==> config.mk <==
export PLATFORM = sky130hd
export DESIGN_NAME = grid_avalon_slave_flat
export DESIGN_NICKNAME = d
export VERILOG_FILES = /design/src/rtl/grid_avalon_slave_if.sv /design/src/rtl/grid_avalon_slave.sv /design/src/flat_wrapper.sv
export SDC_FILE = /design/constraint.sdc
export NUM_CORES = 1
export LEC_CHECK = 0
export ABC_CLOCK_PERIOD_IN_PS = 2600
export BUFFER_PORTS_ARGS = -buffer_cell sky130_fd_sc_hd__buf_2
export CAP_MARGIN = 20
export CORE_ASPECT_RATIO = 0.75
export CORE_MARGIN = 2
export CORE_UTILIZATION = 34
export CTS_BUF_LIST = sky130_fd_sc_hd__clkbuf_16
export DETAILED_ROUTE_END_ITERATION = 7
export GPL_TIMING_DRIVEN = 0
export PLACE_DENSITY = 0.54
export SLEW_MARGIN = 40
export SYNTH_ARGS = -nofsm -noshare
export SYNTH_HDL_FRONTEND = slang
export SYNTH_SLANG_ARGS = --single-unit
==> constraint.sdc <==
create_clock -name clk -period 2.6 [get_ports clk]
set_clock_uncertainty 0.1 [all_clocks]
set_input_delay 0.13 -clock clk [delete_from_list [all_inputs] [get_ports clk]]
set_output_delay 0.13 -clock clk [all_outputs]
set_load 0.01 [all_outputs]
==> src/rtl/grid_avalon_slave_if.sv <==
// rtl/grid_avalon_slave_if.sv - Avalon-MM read-only bus bundle for grid_avalon_slave
interface grid_avalon_slave_if;
  logic        avs_read;
  logic [4:0]  avs_address;
  logic [31:0] avs_readdata;
  logic        avs_readdatavalid;

  modport slave (
    input  avs_read,
    input  avs_address,
    output avs_readdata,
    output avs_readdatavalid
  );

  modport master (
    output avs_read,
    output avs_address,
    input  avs_readdata,
    input  avs_readdatavalid
  );
endinterface

==> src/rtl/grid_avalon_slave.sv <==
// rtl/grid_avalon_slave.sv - Avalon-MM status/grid register slave, fixed read latency 1
// Optional macro GRID_SNAPSHOT_EN: STATUS reads snapshot grid_state/score for SCORE/GRID reads.
module grid_avalon_slave #(
  parameter logic [31:0] ID_VALUE = 32'h5445_5452
) (
  input  logic                 clk,
  input  logic                 reset,
  grid_avalon_slave_if.slave   avs,
  input  logic [199:0]         grid_state,
  input  logic [13:0]          score,
  input  logic                 row_cleared,
  input  logic                 game_over,
  output logic                 irq
);

  logic [199:0] prev_grid_q;
  logic         prev_row_q, prev_over_q;
  logic         row_evt_q, row_evt_d;
  logic         grid_evt_q, grid_evt_d;
  logic         over_evt_q, over_evt_d;
  logic [15:0]  frame_count_q, frame_count_d;
  logic [31:0]  readdata_q, readdata_d;
  logic         valid_q;
  logic         irq_q;
  logic         row_set, over_set, grid_set, status_rd;
  logic [199:0] rd_grid;
  logic [13:0]  rd_score;

`ifdef GRID_SNAPSHOT_EN
  logic [199:0] shadow_grid_q;
  logic [13:0]  shadow_score_q;
  assign rd_grid  = shadow_grid_q;
  assign rd_score = shadow_score_q;
`else
  assign rd_grid  = grid_state;
  assign rd_score = score;
`endif

  assign row_set   = row_cleared & ~prev_row_q;
  assign over_set  = game_over & ~prev_over_q;
  assign grid_set  = (grid_state != prev_grid_q);
  assign status_rd = avs.avs_read && (avs.avs_address == 5'd0);

  // Set wins over the clear from a coincident STATUS read.
  always_comb begin
    row_evt_d     = row_set  | (row_evt_q  & ~status_rd);
    grid_evt_d    = grid_set | (grid_evt_q & ~status_rd);
    over_evt_d    = over_set | (over_evt_q & ~status_rd);
    frame_count_d = frame_count_q + {15'd0, grid_set};
  end

  always_comb begin
    readdata_d = readdata_q;
    if (avs.avs_read) begin
      case (avs.avs_address)
        5'h00:   readdata_d = {frame_count_q, 12'd0, over_evt_q, grid_evt_q, row_evt_q, game_over};
        5'h01:   readdata_d = {18'd0, rd_score};
        5'h02:   readdata_d = rd_grid[31:0];
        5'h03:   readdata_d = rd_grid[63:32];
        5'h04:   readdata_d = rd_grid[95:64];
        5'h05:   readdata_d = rd_grid[127:96];
        5'h06:   readdata_d = rd_grid[159:128];
        5'h07:   readdata_d = rd_grid[191:160];
        5'h08:   readdata_d = {24'd0, rd_grid[199:192]};
        5'h09:   readdata_d = ID_VALUE;
        default: readdata_d = 32'd0;
      endcase
    end
  end

  // Edge detectors are primed from live inputs during reset so release raises nothing.
  always_ff @(posedge clk) begin
    prev_grid_q <= grid_state;
    prev_row_q  <= row_cleared;
    prev_over_q <= game_over;
    if (reset) begin
      row_evt_q     <= 1'b0;
      grid_evt_q    <= 1'b0;
      over_evt_q    <= 1'b0;
      frame_count_q <= 16'd0;
      readdata_q    <= 32'd0;
      valid_q       <= 1'b0;
      irq_q         <= 1'b0;
    end else begin
      row_evt_q     <= row_evt_d;
      grid_evt_q    <= grid_evt_d;
      over_evt_q    <= over_evt_d;
      frame_count_q <= frame_count_d;
      readdata_q    <= readdata_d;
      valid_q       <= avs.avs_read;
      irq_q         <= row_evt_d | over_evt_d;
    end
  end

`ifdef GRID_SNAPSHOT_EN
  always_ff @(posedge clk) begin
    if (reset) begin
      shadow_grid_q  <= 200'd0;
      shadow_score_q <= 14'd0;
    end else if (status_rd) begin
      shadow_grid_q  <= grid_state;
      shadow_score_q <= score;
    end
  end
`endif

  assign avs.avs_readdata      = readdata_q;
  assign avs.avs_readdatavalid = valid_q;
  assign irq                   = irq_q;

endmodule
==> src/flat_wrapper.sv <==
// flat-port wrapper written by rule: the top's interface ports become plain ports
module grid_avalon_slave_flat 
#(
  parameter logic [31:0] ID_VALUE = 32'h5445_5452
)
  (clk, reset, grid_state, score, row_cleared, game_over, irq, avs_avs_read, avs_avs_address, avs_avs_readdata, avs_avs_readdatavalid);
  grid_avalon_slave_if avs_i ();
  input  logic clk;
  input  logic reset;
  input  logic [199:0] grid_state;
  input  logic [13:0] score;
  input  logic row_cleared;
  input  logic game_over;
  output logic irq;
  input wire logic [$bits(avs_i.avs_read)-1:0] avs_avs_read;
  input wire logic [$bits(avs_i.avs_address)-1:0] avs_avs_address;
  output wire logic [$bits(avs_i.avs_readdata)-1:0] avs_avs_readdata;
  output wire logic [$bits(avs_i.avs_readdatavalid)-1:0] avs_avs_readdatavalid;
  assign avs_i.avs_read = avs_avs_read;
  assign avs_i.avs_address = avs_avs_address;
  assign avs_avs_readdata = avs_i.avs_readdata;
  assign avs_avs_readdatavalid = avs_i.avs_readdatavalid;
  grid_avalon_slave #(.ID_VALUE(ID_VALUE)) u_core (.clk(clk), .reset(reset), .avs(avs_i), .grid_state(grid_state), .score(score), .row_cleared(row_cleared), .game_over(game_over), .irq(irq));
endmodule
-- Yosys cells after proc, flatten, opt, wreduce, memory -nomap -nowiden
Cells that the tools add are included.
- ROM bits: 0
- word-level logic and storage cells: 36
- memories: 0
- output and inout bits: 34
- memory bits (writable): 0
- bits in latches: 0
- input port bits: 224
- register bits: 255
- $mul: 0
- eq/ne operators: 10
- shift operators: 0
- div/mod/pow operators: 0
- muxes and demuxes: 1
- reductions and logical operators: 2
- $add $sub $neg: 1
- order comparisons: 0
- bitwise logic cells: 12
- operators by type and width (kind ; count):
    32-bit one-hot mux with 10 select lines ; 1
    200-bit inequality test ; 1
    5-bit by 3-bit equality test with 1-bit output, second input constant ; 4
    16-bit by 1-bit adder with 16-bit output ; 1
    5-bit by 2-bit equality test with 1-bit output, second input constant ; 2
    5-bit by 4-bit equality test with 1-bit output, second input constant ; 2
    1-bit bitwise AND ; 5
    5-bit by 1-bit equality test with 1-bit output, second input constant ; 1
    5-bit logical NOT ; 1
    1-bit OR ; 4
    1-bit inverter ; 3
    1-bit logical AND ; 1

-- Logic depth before layout (Yosys ltp)
- depth after elaboration: 6
- mapped depth: 13
- mapped depth without buffers: 13

-- Worst setup path before layout
Ideal clock, no wire load.
- path kind: reg2reg
- from: register u_core.prev_grid_q[3]
- to: register u_core.frame_count_q[12]
- stages on the path, launching flop included: 13
- setup time: 0.128 ns
- path buffers: 0
- path slack: 0.294 ns
- data arrival time: 2.078 ns
- period minus slack after synthesis: 2.306 ns
- cells stage by stage: dfxtp_1 > xor2_1 > nor4_1 > nand4_1 > nor4_1 > nand3_1 > ha_1 > ha_1 > nand2_1 > nor3_1 > nand3_1 > xor2_1 > nor2_1
- cells in the longest elaborated chain, start to end: 2
- RTL lines (element ; line ; RTL):
    start: declaration ; grid_avalon_slave.sv:16 ; logic [199:0] prev_grid_q;
    start signal: assignment ; grid_avalon_slave.sv:73 ; prev_grid_q <= grid_state;
    200-bit inequality test ; grid_avalon_slave.sv:41 ; assign grid_set = (grid_state != prev_grid_q);
    16-bit by 1-bit adder with 16-bit output ; grid_avalon_slave.sv:49 ; frame_count_d = frame_count_q + {15'd0, grid_set};
    end signal: assignment ; grid_avalon_slave.sv:88 ; frame_count_q <= frame_count_d;
    end: declaration ; grid_avalon_slave.sv:21 ; logic [15:0] frame_count_q, frame_count_d;
No other way between the ends.
A chain may end at the register's enable or synchronous reset.

-- Worst setup path after layout
- from: register u_core.prev_grid_q[174]
- to: register u_core.frame_count_q[8]
The elaborated chain is that of the path after synthesis.

==> Flow_metrics.wiki <==
{| class="wikitable"
! Metric !! Value
|-
| Die Width || 202.4 um
|-
| Xor and xnor fraction of the mapped netlist area || 18.41%
|-
| Maximum vdd drop || 0.0004460 V
|-
| Number of global-route vias before repair || 9114
|-
| Synthesis-to-finish area growth || 49.58%
|-
| Count of flip-flops with a built-in enable after synthesis || 0
|-
| Max Freq || 347.0 MHz
|-
| DIE AREA || 0.03093 mm2
|-
| Status || finished, violations left
|-
| Fraction of layout instances using a drive strength above 1 || 27.47%
|-
| TritonRoute pass-1 iters || 7
|-
| Maximum number of pins on one net before global-route repair || 15
|-
| Syn avg cell area || 11.04 um2
|-
| Num Clock Sinks || 255
|-
| Final weighted congestion in routability-driven placement || 0.9300
|-
| TritonCTS clock tree || done
|-
| Maximum fanout count along the critical path || 2
|-
| Post-synthesis mux area share || around 7.9%
|-
| Placeable Area || between 0.02 and 0.03 mm2
|-
| Slowest Stage Delay on Critical Path || 0.48 ns
|-
| Number of antenna violations at the first check in global routing || 3
|-
| Filler Cells Inserted || about 2700
|-
| Least-Margin Pin Slew || 0.7223 ns
|-
| Max-cap check violation count || 0
|-
| Sequential share of the synthesized area || 50.85%
|-
| Nature of the critical path endpoint || flip-flop
|-
| Total gr overflow || 0
|-
| # rows || 54
|-
| Syn. warnings || 0
|-
| Kind of start point of the critical path || flip-flop
|-
| Top Ports || 258
|-
| Number of nets with antenna violations after routing || 0
|-
| Layout Cells excl Fill || 1823
|-
| DR vias || 9145
|-
| Arrival @ worst endpoint || roughly 3.2 ns
|-
| Cell leakage power || 6.179 nW
|-
| Fraction of the mapped netlist area in compound gates || under 10%
|-
| Cells traversed along the worst timing path || xor2_1 -> nor4_1 -> nand4_1 -> nor4_4 -> nand3_2 -> ha_4 -> ha_4 -> nand2_4 -> nor2_4 -> nand3_2 -> xor2_1 -> nor2_1
|-
| Hold Fails Final Rpt || 0
|-
| Number of DRC markers after the initial detailed-route iteration || 739
|-
| Power per cell area || 609.3 mW/mm2
|-
| Final setup violating endpoints || 14
|-
| Final wirelength || 42100 um
|-
| Number of distinct library cell variants in the gate-level netlist after synthesis || 54
|-
| Fraction of the cycle the final worst path needs || 110.8%
|-
| Port buffer count || 255
|-
| Post-Synthesis Cell Area || 0.01004 mm2
|-
| Chip Height || 152.8 um
|-
| Depth of the most critical reg-to-reg path || 12
|-
| Relative slew margins || between 50% and 60%
|-
| Number of max-slew violations in the final report || 0
|-
| Total routing usage reported by global routing || 26.34%
|-
| Simple logic cell fraction of the synthesized area || 10.62%
|-
| CP required || 2.91 ns
|-
| # H-tree levels || 1
|-
| Final nets || 1634
|-
| Final WS setup || -0.2819 ns
|-
| CTS Root Buffer Type || sky130_fd_sc_hd__clkbuf_16
|-
| Net Count, Synth || ~1100
|-
| Post-synth top flop || sky130_fd_sc_hd__dfxtp_1
|-
| Dominant combinational cell family by area after synthesis || XOR/XNOR gates
|-
| Cell types with the largest area share after synthesis || sky130_fd_sc_hd__dfxtp_1, sky130_fd_sc_hd__xor2_1, sky130_fd_sc_hd__xnor2_1
|-
| Worst hold path stage count || 4
|-
| Number of buffers inserted during clock tree synthesis || 26
|-
| Via-per-instance ratio || 5.016
|-
| Critical-path cell with the highest stage delay || sky130_fd_sc_hd__nor4_4
|-
| Residual DRC count || 0
|-
| Share of synthesized registers carrying an async set or reset || 0%
|-
| Type of the worst setup path || reg2reg
|-
| Clock latency on the worst-skew pair || 0.55 ns
|-
| Post-Synth Adder-Cell Area || 0.2493%
|-
| Synth top area share || 50.85%
|-
| Violated checks || negative setup slack
|-
| Clk slew on worst S/H paths || 0.06 ns
|-
| Drt wl/cell || 23.09 um
|-
| Path category of the worst min-delay check || in2reg
|-
| Cell accounting for the most synthesized area || sky130_fd_sc_hd__dfxtp_1
|-
| Post-synthesis cell count || 909
|-
| Number of cells after detailed placement || 1556
|-
| Detailed-placement wirelength estimate || 31810 um
|-
| Post-route minimum period || 2.882 ns
|-
| Deepest clock path buffer count || 3
|-
| Number of flip-flops and latches in the synthesized netlist || 255
|-
| Initial standard-cell utilization of the core || 34.56%
|-
| Final worst hold slack || 0.008177 ns
|-
| Wire length of the first global-routing pass || 59440 um
|-
| Unrepaired setup endpoints after global routing || yes
|}
-- what timing repair did --
item	CTS	global route
endpoints found under the hold margin	218	0
setup buffers	1	3
resized for setup	21	21
pin swaps	9	18
setup endpoints to repair	16	16
hold buffers	212	0
-- worst max-delay path: cells and delay by family (launching register included) --
family	cells	cell delay (ns)
xor+xnor	2	0.29
simple gates	8	1.69
flops	1	0.31
fa+ha+maj	2	0.36
-- final cells by class --
class	instances	area, um2	area share, %
Tap cell	392	490.5	3.266
Antenna cell	4	10.01	0.06666
Clock inverter	20	123.9	0.8249
Multi-Input combinational cell	615	4957	33.01
Inverter	2	7.507	0.04999
Sequential cell	255	5106	34.00
Clock buffer	27	675.6	4.499
Timing Repair Buffer	471	3432	22.85
Buffer	37	214.0	1.425
-- flip-flops by register name, summed over array words and instances, names as in the netlist --
signal,cells
u_core.over_evt_q,1
u_core.frame_count_q,16
u_core.prev_over_q,1
u_core.grid_evt_q,1
u_core.irq,1
u_core.avs.avs_readdata,32
u_core.avs.avs_readdatavalid,1
u_core.prev_row_q,1
u_core.prev_grid_q,200
u_core.row_evt_q,1
-- power breakdown --
| group | internal, W | switching [W] | total (W) |
|---|---|---|---|
| logic | 0.000668 | 0.000684 | 0.00135 |
| registers | 0.00409 | 0.0000827 | 0.00417 |
| clock network | 0.00198 | 0.00165 | 0.00362 |
| total | 0.00674 | 0.00242 | 0.00915 |
-- cells in the final DEF, fill, tap and decap left out, types with 6 or more instances in the layout --
cell type / instances
sky130_fd_sc_hd__xnor2_1: 72
sky130_fd_sc_hd__clkbuf_1: 16
sky130_fd_sc_hd__mux2i_1: 27
sky130_fd_sc_hd__buf_2: 264
sky130_fd_sc_hd__o21ai_0: 13
sky130_fd_sc_hd__mux2_2: 12
sky130_fd_sc_hd__a21oi_1: 68
sky130_fd_sc_hd__nand4_1: 29
sky130_fd_sc_hd__buf_4: 10
sky130_fd_sc_hd__xor2_1: 136
sky130_fd_sc_hd__inv_1: 6
sky130_fd_sc_hd__dlygate4sd3_1: 212
sky130_fd_sc_hd__clkinv_2: 9
sky130_fd_sc_hd__a32o_1: 7
sky130_fd_sc_hd__nor4_2: 8
sky130_fd_sc_hd__a222oi_1: 12
sky130_fd_sc_hd__a21o_1: 7
sky130_fd_sc_hd__a32oi_1: 8
sky130_fd_sc_hd__nor2_1: 47
sky130_fd_sc_hd__dfxtp_1: 254
sky130_fd_sc_hd__nand2_1: 37
sky130_fd_sc_hd__mux4_2: 14
sky130_fd_sc_hd__clkbuf_16: 27
sky130_fd_sc_hd__a22oi_1: 6
sky130_fd_sc_hd__nor4_1: 26
sky130_fd_sc_hd__buf_6: 6
-- kinds of logic (layout without fill, tap and decap cells) --
logic type | count (synthesis) | after routing
simple gates | 196 | 196
xor+xnor | 211 | 211
other cells | 0 | 4
compound gates | 148 | 148
buf+inv | 39 | 557
mux | 58 | 58
fa+ha+maj | 2 | 2
flops | 255 | 255
-- worst paths after layout --
path	slack (ns)	end	startpoint
worst max-delay path	-0.28	u_core.frame_count_q[8]$_SDFF_PP0_	u_core.prev_grid_q[174]$_DFF_P_
worst min-delay path	0.008	u_core.avs.avs_readdata[6]$_SDFFE_PP0P_	grid_state[198]
worst max register to register	-0.28	u_core.frame_count_q[8]$_SDFF_PP0_	u_core.prev_grid_q[174]$_DFF_P_
worst min register to register	0.36	u_core.avs.avs_readdata[24]$_SDFFE_PP0P_	u_core.avs.avs_readdata[24]$_SDFFE_PP0P_
-- layer usage --
| layer | vias up | wire length, um | track usage, % | share of wire (%) |
|---|---|---|---|---|
| met3 | 68 | 4101 | 7.804 | 9.7 |
| met4 | 2 | 1068 | 6.500 | 2.5 |
| met5 | - | 12 | 0 | 0.029 |
| met1 | 4410 | 19220 | 37.08 | 46 |
| li1 | 4258 | - | - | - |
| met2 | 407 | 17700 | 39.47 | 42 |
-- cell usage after synthesis (all sizes together), types with 3 or more instances --
master	number
buf	21
a221oi	4
nand2b	3
a2bb2oi	3
or3	3
nor4	39
o2bb2ai	3
nand3	8
a22o	4
nand2	40
nor2	52
xor2	136
a31oi	5
a22oi	6
a21o	7
xnor2	75
dfxtp	255
mux2i	27
nor3	7
a222oi	12
nand4	29
a21oi	69
mux4	14
o21ai	13
a32oi	8
nor2b	5
mux2	17
a32o	7
clkbuf	16
-- per-stage QoR --
stage / setup TNS (ns) / total power, W / utilization (%) / area [um2] / setup slack (ns)
after floorplan: 0 / 0.004751 / - / 10040 / 0.2943
after global placement: -10.05 / 0.005276 / 40.64 / 11810 / -0.8299
after detailed placement: -7.082 / 0.005288 / 40.68 / 11820 / -0.6435
after CTS: -2.969 / 0.009118 / 51.18 / 14870 / -0.2905
after global routing: -3.801 / 0.009427 / 51.67 / 15010 / -0.3336
final: -3.115 / 0.009150 / 51.69 / 15020 / -0.2819
Note: power is estimated with default switching activity, not from simulation.
